File: src/rtl/mips_pkg.sv
// mips_pkg: instruction-memory geometry and boot-loader state encoding
// shared by the core, the loader and the testbench.
package mips_pkg;
    localparam int IMEM_DEPTH  = 32;
    localparam int IMEM_ADDR_W = 5;
    typedef enum logic [1:0] {LD_IDLE, LD_RECV, LD_WRITE, LD_FINISH} ld_state_e;
endpackage

File: src/rtl/imem_boot_loader_byte_word_packer.sv
// byte_word_packer: shifts stream bytes MSB-first into a 32-bit word and
// flags the handshake that delivers the 4th byte of the word.
module byte_word_packer (
    input  logic        clk,
    input  logic        rst_n,
    input  logic        clr_i,
    input  logic        en_i,
    input  logic [7:0]  byte_i,
    output logic [31:0] word_o,
    output logic        word_valid_o
);
    logic [23:0] shift_q;
    logic [1:0]  cnt_q;
    assign word_o       = {shift_q, byte_i};
    assign word_valid_o = en_i && cnt_q == 2'd3;
    always_ff @(posedge clk or negedge rst_n) begin
        if (!rst_n) begin
            shift_q <= '0;
            cnt_q   <= '0;
        end else if (clr_i) begin
            shift_q <= '0;
            cnt_q   <= '0;
        end else if (en_i) begin
            shift_q <= word_o[23:0];
            cnt_q   <= cnt_q + 2'd1;
        end
    end
endmodule

File: src/rtl/imem_boot_loader.sv
// imem_boot_loader: fills instruction memory from a byte stream and holds the
// core stalled until the whole program is written, then pulses a PC restart.
module imem_boot_loader
    import mips_pkg::*;
#(
    parameter int DEPTH  = IMEM_DEPTH,
    parameter int ADDR_W = IMEM_ADDR_W
) (
    input  logic              clk,
    input  logic              rst_n,
    input  logic              start,
    input  logic [ADDR_W:0]   load_len,
    input  logic              byte_valid,
    input  logic [7:0]        byte_data,
    output logic              byte_ready,
    output logic              mem_we,
    output logic [ADDR_W-1:0] mem_waddr,
    output logic [31:0]       mem_wdata,
    output logic              cpu_stall,
    output logic              pc_restart,
    output logic              busy,
    output logic              err
);
    ld_state_e         state_q, state_d;
    logic [ADDR_W:0]   len_q, len_d;
    logic [ADDR_W-1:0] idx_q, idx_d, waddr_q, waddr_d;
    logic [31:0]       wdata_q, wdata_d, word;
    logic              we_q, we_d, stall_q, stall_d, restart_q, restart_d;
    logic              busy_q, busy_d, err_q, err_d, clr, word_valid, len_ok, last;

    assign byte_ready = state_q == LD_RECV;
    assign len_ok     = load_len != '0 && load_len <= (ADDR_W+1)'(DEPTH);
    assign last       = {1'b0, idx_q} + (ADDR_W+1)'(1) == len_q;

    byte_word_packer u_packer (
        .clk          (clk),
        .rst_n        (rst_n),
        .clr_i        (clr),
        .en_i         (byte_valid && byte_ready),
        .byte_i       (byte_data),
        .word_o       (word),
        .word_valid_o (word_valid)
    );

    always_comb begin
        state_d   = state_q;
        len_d     = len_q;
        idx_d     = idx_q;
        waddr_d   = waddr_q;
        wdata_d   = wdata_q;
        we_d      = 1'b0;
        stall_d   = stall_q;
        restart_d = 1'b0;
        err_d     = err_q;
        clr       = 1'b0;
        case (state_q)
            LD_IDLE: if (start) begin
                if (len_ok) begin
                    state_d = LD_RECV;
                    len_d   = load_len;
                    idx_d   = '0;
                    clr     = 1'b1;
                    stall_d = 1'b1;
                    err_d   = 1'b0;
                end else begin
                    err_d = 1'b1;
                end
            end
            LD_RECV: if (word_valid) begin
                state_d = LD_WRITE;
                we_d    = 1'b1;
                waddr_d = idx_q;
                wdata_d = word;
            end
            LD_WRITE: begin
                state_d   = last ? LD_FINISH : LD_RECV;
                idx_d     = last ? idx_q : idx_q + ADDR_W'(1);
                restart_d = last;
                stall_d   = last ? 1'b0 : stall_q;
            end
            default: state_d = LD_IDLE;
        endcase
        busy_d = state_d != LD_IDLE;
    end

    // The core stays stalled out of reset: no program is trusted until a load completes.
    always_ff @(posedge clk or negedge rst_n) begin
        if (!rst_n) begin
            state_q   <= LD_IDLE;
            len_q     <= '0;
            idx_q     <= '0;
            waddr_q   <= '0;
            wdata_q   <= '0;
            we_q      <= 1'b0;
            stall_q   <= 1'b1;
            restart_q <= 1'b0;
            busy_q    <= 1'b0;
            err_q     <= 1'b0;
        end else begin
            state_q   <= state_d;
            len_q     <= len_d;
            idx_q     <= idx_d;
            waddr_q   <= waddr_d;
            wdata_q   <= wdata_d;
            we_q      <= we_d;
            stall_q   <= stall_d;
            restart_q <= restart_d;
            busy_q    <= busy_d;
            err_q     <= err_d;
        end
    end

    assign mem_we     = we_q;
    assign mem_waddr  = waddr_q;
    assign mem_wdata  = wdata_q;
    assign cpu_stall  = stall_q;
    assign pc_restart = restart_q;
    assign busy       = busy_q;
    assign err        = err_q;
endmodule

File: config.mk
export PLATFORM = sky130hd
export DESIGN_NAME = imem_boot_loader
export DESIGN_NICKNAME = d
export VERILOG_FILES = /design/src/rtl/mips_pkg.sv /design/src/rtl/imem_boot_loader_byte_word_packer.sv /design/src/rtl/imem_boot_loader.sv
export SDC_FILE = /design/constraint.sdc
export NUM_CORES = 1
export LEC_CHECK = 0
export BUFFER_PORTS_ARGS = -buffer_cell sky130_fd_sc_hd__clkbuf_2
export CAP_MARGIN = 40
export CELL_PAD_IN_SITES_DETAIL_PLACEMENT = 1
export CELL_PAD_IN_SITES_GLOBAL_PLACEMENT = 2
export CORE_ASPECT_RATIO = 0.6
export CORE_MARGIN = 2
export CORE_UTILIZATION = 35
export DETAILED_ROUTE_END_ITERATION = 8
export PLACE_DENSITY = 0.84
export SETUP_SLACK_MARGIN = 0.02
export SLEW_MARGIN = 20
export SYNTH_ARGS = -nofsm -noshare
export SYNTH_HDL_FRONTEND = slang
export SYNTH_SLANG_ARGS = --single-unit
File: constraint.sdc
create_clock -name clk -period 2.4 [get_ports clk]
set_clock_uncertainty 0.15 [all_clocks]
set_input_delay 0.12 -clock clk [delete_from_list [all_inputs] [get_ports clk]]
set_output_delay 0.12 -clock clk [all_outputs]
set_load 0.02 [all_outputs]
==> results.py <==
metrics = {
    "yosys": {
        "ys_seq_elements": 81,
        "synth_edf_count": 0,
        "synth_flop_cell": "dfrtp_1",
        "seq_area_frac_synth": 0.606,
        "ys_async_sr_fraction": 1.00,
        "yosys_warnings": 0,
        "syn_area_per_cell_um2": 12.2,
        "syn-num-nets": 295,
        "synthDistinctLibCells": 39,
        "netlist_instances": 275,
        "syn-cell-area_um2": 3340,
    },
    "clock_tree": {
        "htree_levels": 3,
        "cts_tree": "done",
        "cts_buffers": 9,
        "clockRootBuffer": "clkbuf_16",
        "clockBufferDepth": 2,
        "clk_pin_slew_ns": 0.06,
        "post_cts_buffers": 0,
        "cts.sinks": 81,
        "clk_latency_ns": 0.33,
    },
    "timing": {
        "max_freq_mhz": 433,
        "fin_setup_tns_ns": 0,
        "finalHoldViolCount": 0,
        "drv_slew": 0,
        "rsz0062_at_grt": "false",
        "setup_violations": 0,
        "worstMarginPinSlew_ns": 0.537,
        "final.period_utilization": 0.963,
        "period_needed_ns": 2.31,
        "max-slew-margin-rel": 0.642,
    },
    "min_path": {
        "hp-class": "in -> reg",
    },
    "route": {
        "firstDrtPassIters": 4,
        "wirelength_mm": 7.76,
        "drt_first_iter_violations": 103,
        "vias": 2336,
        "vias_per_cell": 4.80,
        "avgRoutedWirePerCell_um": 15.9,
        "ant_nets": 0,
        "drc_errors": 0,
    },
    "power_and_ir_drop": {
        "power-per-cell-area_nw_per_um2": 1250,
        "p_leak_nw": 2.05,
        "power_mw": 5.32,
        "ir_drop_mv": 0.577,
    },
    "floorplan": {
        "die_w_um": 130,
        "ios": 61,
        "num_rows": 27,
        "start_util": 0.363,
        "die-area_um2": 10400,
        "core-area_um2": 9220,
        "die_h_um": 79.7,
    },
    "global_route": {
        "gr-total-overflow": 0,
        "busiest_layer": "met2",
        "grt_pass1_wl_mm": 13.0,
        "grt_start_max_net_pins": 42,
        "grt_util_met1": 0.238,
        "met3_usage": 0.0476,
        "grt_antenna_before_repair": 0,
        "track_usage": 0.167,
        "grt_pass1_vias": 2429,
        "use_met2": 0.243,
    },
    "layout": {
        "syn_to_final_growth_pct": 27.1,
        "num-fill-cells": 1004,
        "drive_above_1_share": 0.356,
        "final_core_util": 0.461,
        "nNetsFinal": 372,
        "ff_latch_area_um2": 2030,
        "antennaDiodeCount": 0,
        "multi_input_area_um2": 1200,
        "mostFrequentLayoutCell": "dfrtp_1",
        "most-common-layout-cells": "dfrtp_1, clkbuf_2, nand2_1",
    },
    "setup_path": {
        "cpPeakStageDelay_ns": 0.54,
        "crit_family": "simple AND/OR/NAND/NOR gates",
        "start_kind": "primary input",
        "r2r_slack_ns": 0.20,
        "critPathKind": "in -> reg",
        "cp_slowest_cell": "or4_1",
        "crit_buf_inv": 3,
        "cp_max_fo": 35,
        "crit_path_end_kind": "flip-flop",
        "crit_chain": "dlygate4sd3_1 > clkbuf_2 > or4_1 > or3_1 > and4_1 > buf_12 > mux2_4",
        "cp.required_ns": 2.47,
        "arrival_ns": 2.38,
    },
    "placement": {
        "portBuffers": 60,
        "post-dp-hpwl_mm": 5.30,
        "gp_congestion": 0.850,
    },
    "job": {
        "maxCapViolCount": 0,
    },
    "run_status": {
        "outcome": "finished clean",
    },
}
-- power breakdown --
part	total [mW]	switching (mW)	internal (mW)
registers	2.27	0.381	1.89
clock network	1.40	0.514	0.890
logic	1.64	0.926	0.718
total	5.32	1.82	3.50
-- per-layer routing --
layer / vias up / share of wire
met5: - / 0
met2: 48 / 0.45
met4: 0 / 0.014
met3: 9 / 0.045
met1: 1185 / 0.49
li1: 1094 / -
-- path summary, 6_finish.rpt --
kind,startpoint,to,cells past startpoint
max,load_len[4],len_q[4],7
max in group asynchronous,rst_n,cpu_stall,3
max reg2reg,idx_q[0],idx_q[2],6
min,byte_valid,state_q[1],4
min reg2reg,mem_waddr[3],mem_waddr[3],1
min in group asynchronous,rst_n,len_q[1],2
-- cells in the mapped netlist (2+ instances only) --
library cell | count | area, um2
dfrtp_1 | 80 | 2000
buf_6 | 4 | 45.0
nand2_1 | 57 | 214
a221o_1 | 3 | 30.0
ha_1 | 2 | 25.0
a21oi_1 | 26 | 130
or3_1 | 2 | 12.5
nor2_1 | 4 | 15.0
nor3b_1 | 2 | 15.0
mux2_2 | 38 | 428
xnor2_1 | 5 | 43.8
o21ai_0 | 3 | 15.0
mux2_4 | 5 | 75.1
buf_4 | 3 | 22.5
inv_1 | 4 | 15.0
nor2b_1 | 2 | 12.5
and3_1 | 2 | 12.5
buf_2 | 4 | 20.0
clkbuf_1 | 5 | 18.8
xor2_1 | 2 | 17.5
nor3_1 | 3 | 15.0
nand3_1 | 2 | 10.0
-- worst reg2reg max path, cell delays in order (launching register included) --
cell,delay (ns)
dfrtp_1,0.43
ha_1,0.35
xor2_1,0.16
nor3_2,0.16
nand4_1,0.18
or2_4,0.33
a221o_1,0.33
-- stage by stage --
step / worst slack, ns / cell area [um2] / hold WS [ns] / cells
global route: 0.0220 / 4250 / 0.127 / 487
finish: 0.0896 / 4250 / 0.107 / 487
detailed placement: 0.0899 / 3770 / -0.0121 / 455
CTS: 0.0728 / 4240 / 0.0977 / 487
floorplan: 0.152 / 3340 / -0.326 / 275
global placement: 0.220 / 3770 / -0.0178 / 455
-- what timing repair did --
action,in CTS,in global routing
resized for setup,0,3
hold buffers,16,0
setup endpoints to repair,0,3
endpoints found under the hold margin,63,0
-- final cells by class --
class	count	area share
multi-input combinational	174	0.283
clock inverter	2	0.00824
inverter	4	0.00353
clock buffer	14	0.0645
tap	130	0.0383
sequential	81	0.477
timing repair buffer	82	0.125
-- registers in the layout, indices dropped and copies added (netlist names), 2 cells and up --
| name | count |
|---|---|
| idx_q | 5 |
| len_q | 6 |
| mem_waddr | 5 |
| mem_wdata | 32 |
| state_q | 2 |
| u_packer.cnt_q | 2 |
| u_packer.shift_q | 24 |
-- cells by family after synthesis --
family | after synthesis | share of synthesized area
xor+xnor | 7 | 0.0183
fa+ha+maj | 2 | 0.00748
buf+inv | 20 | 0.0363
flops | 81 | 0.606
mux | 43 | 0.150
compound gates | 40 | 0.0715
simple gates | 82 | 0.110
Power figures use the tool's default switching activity.
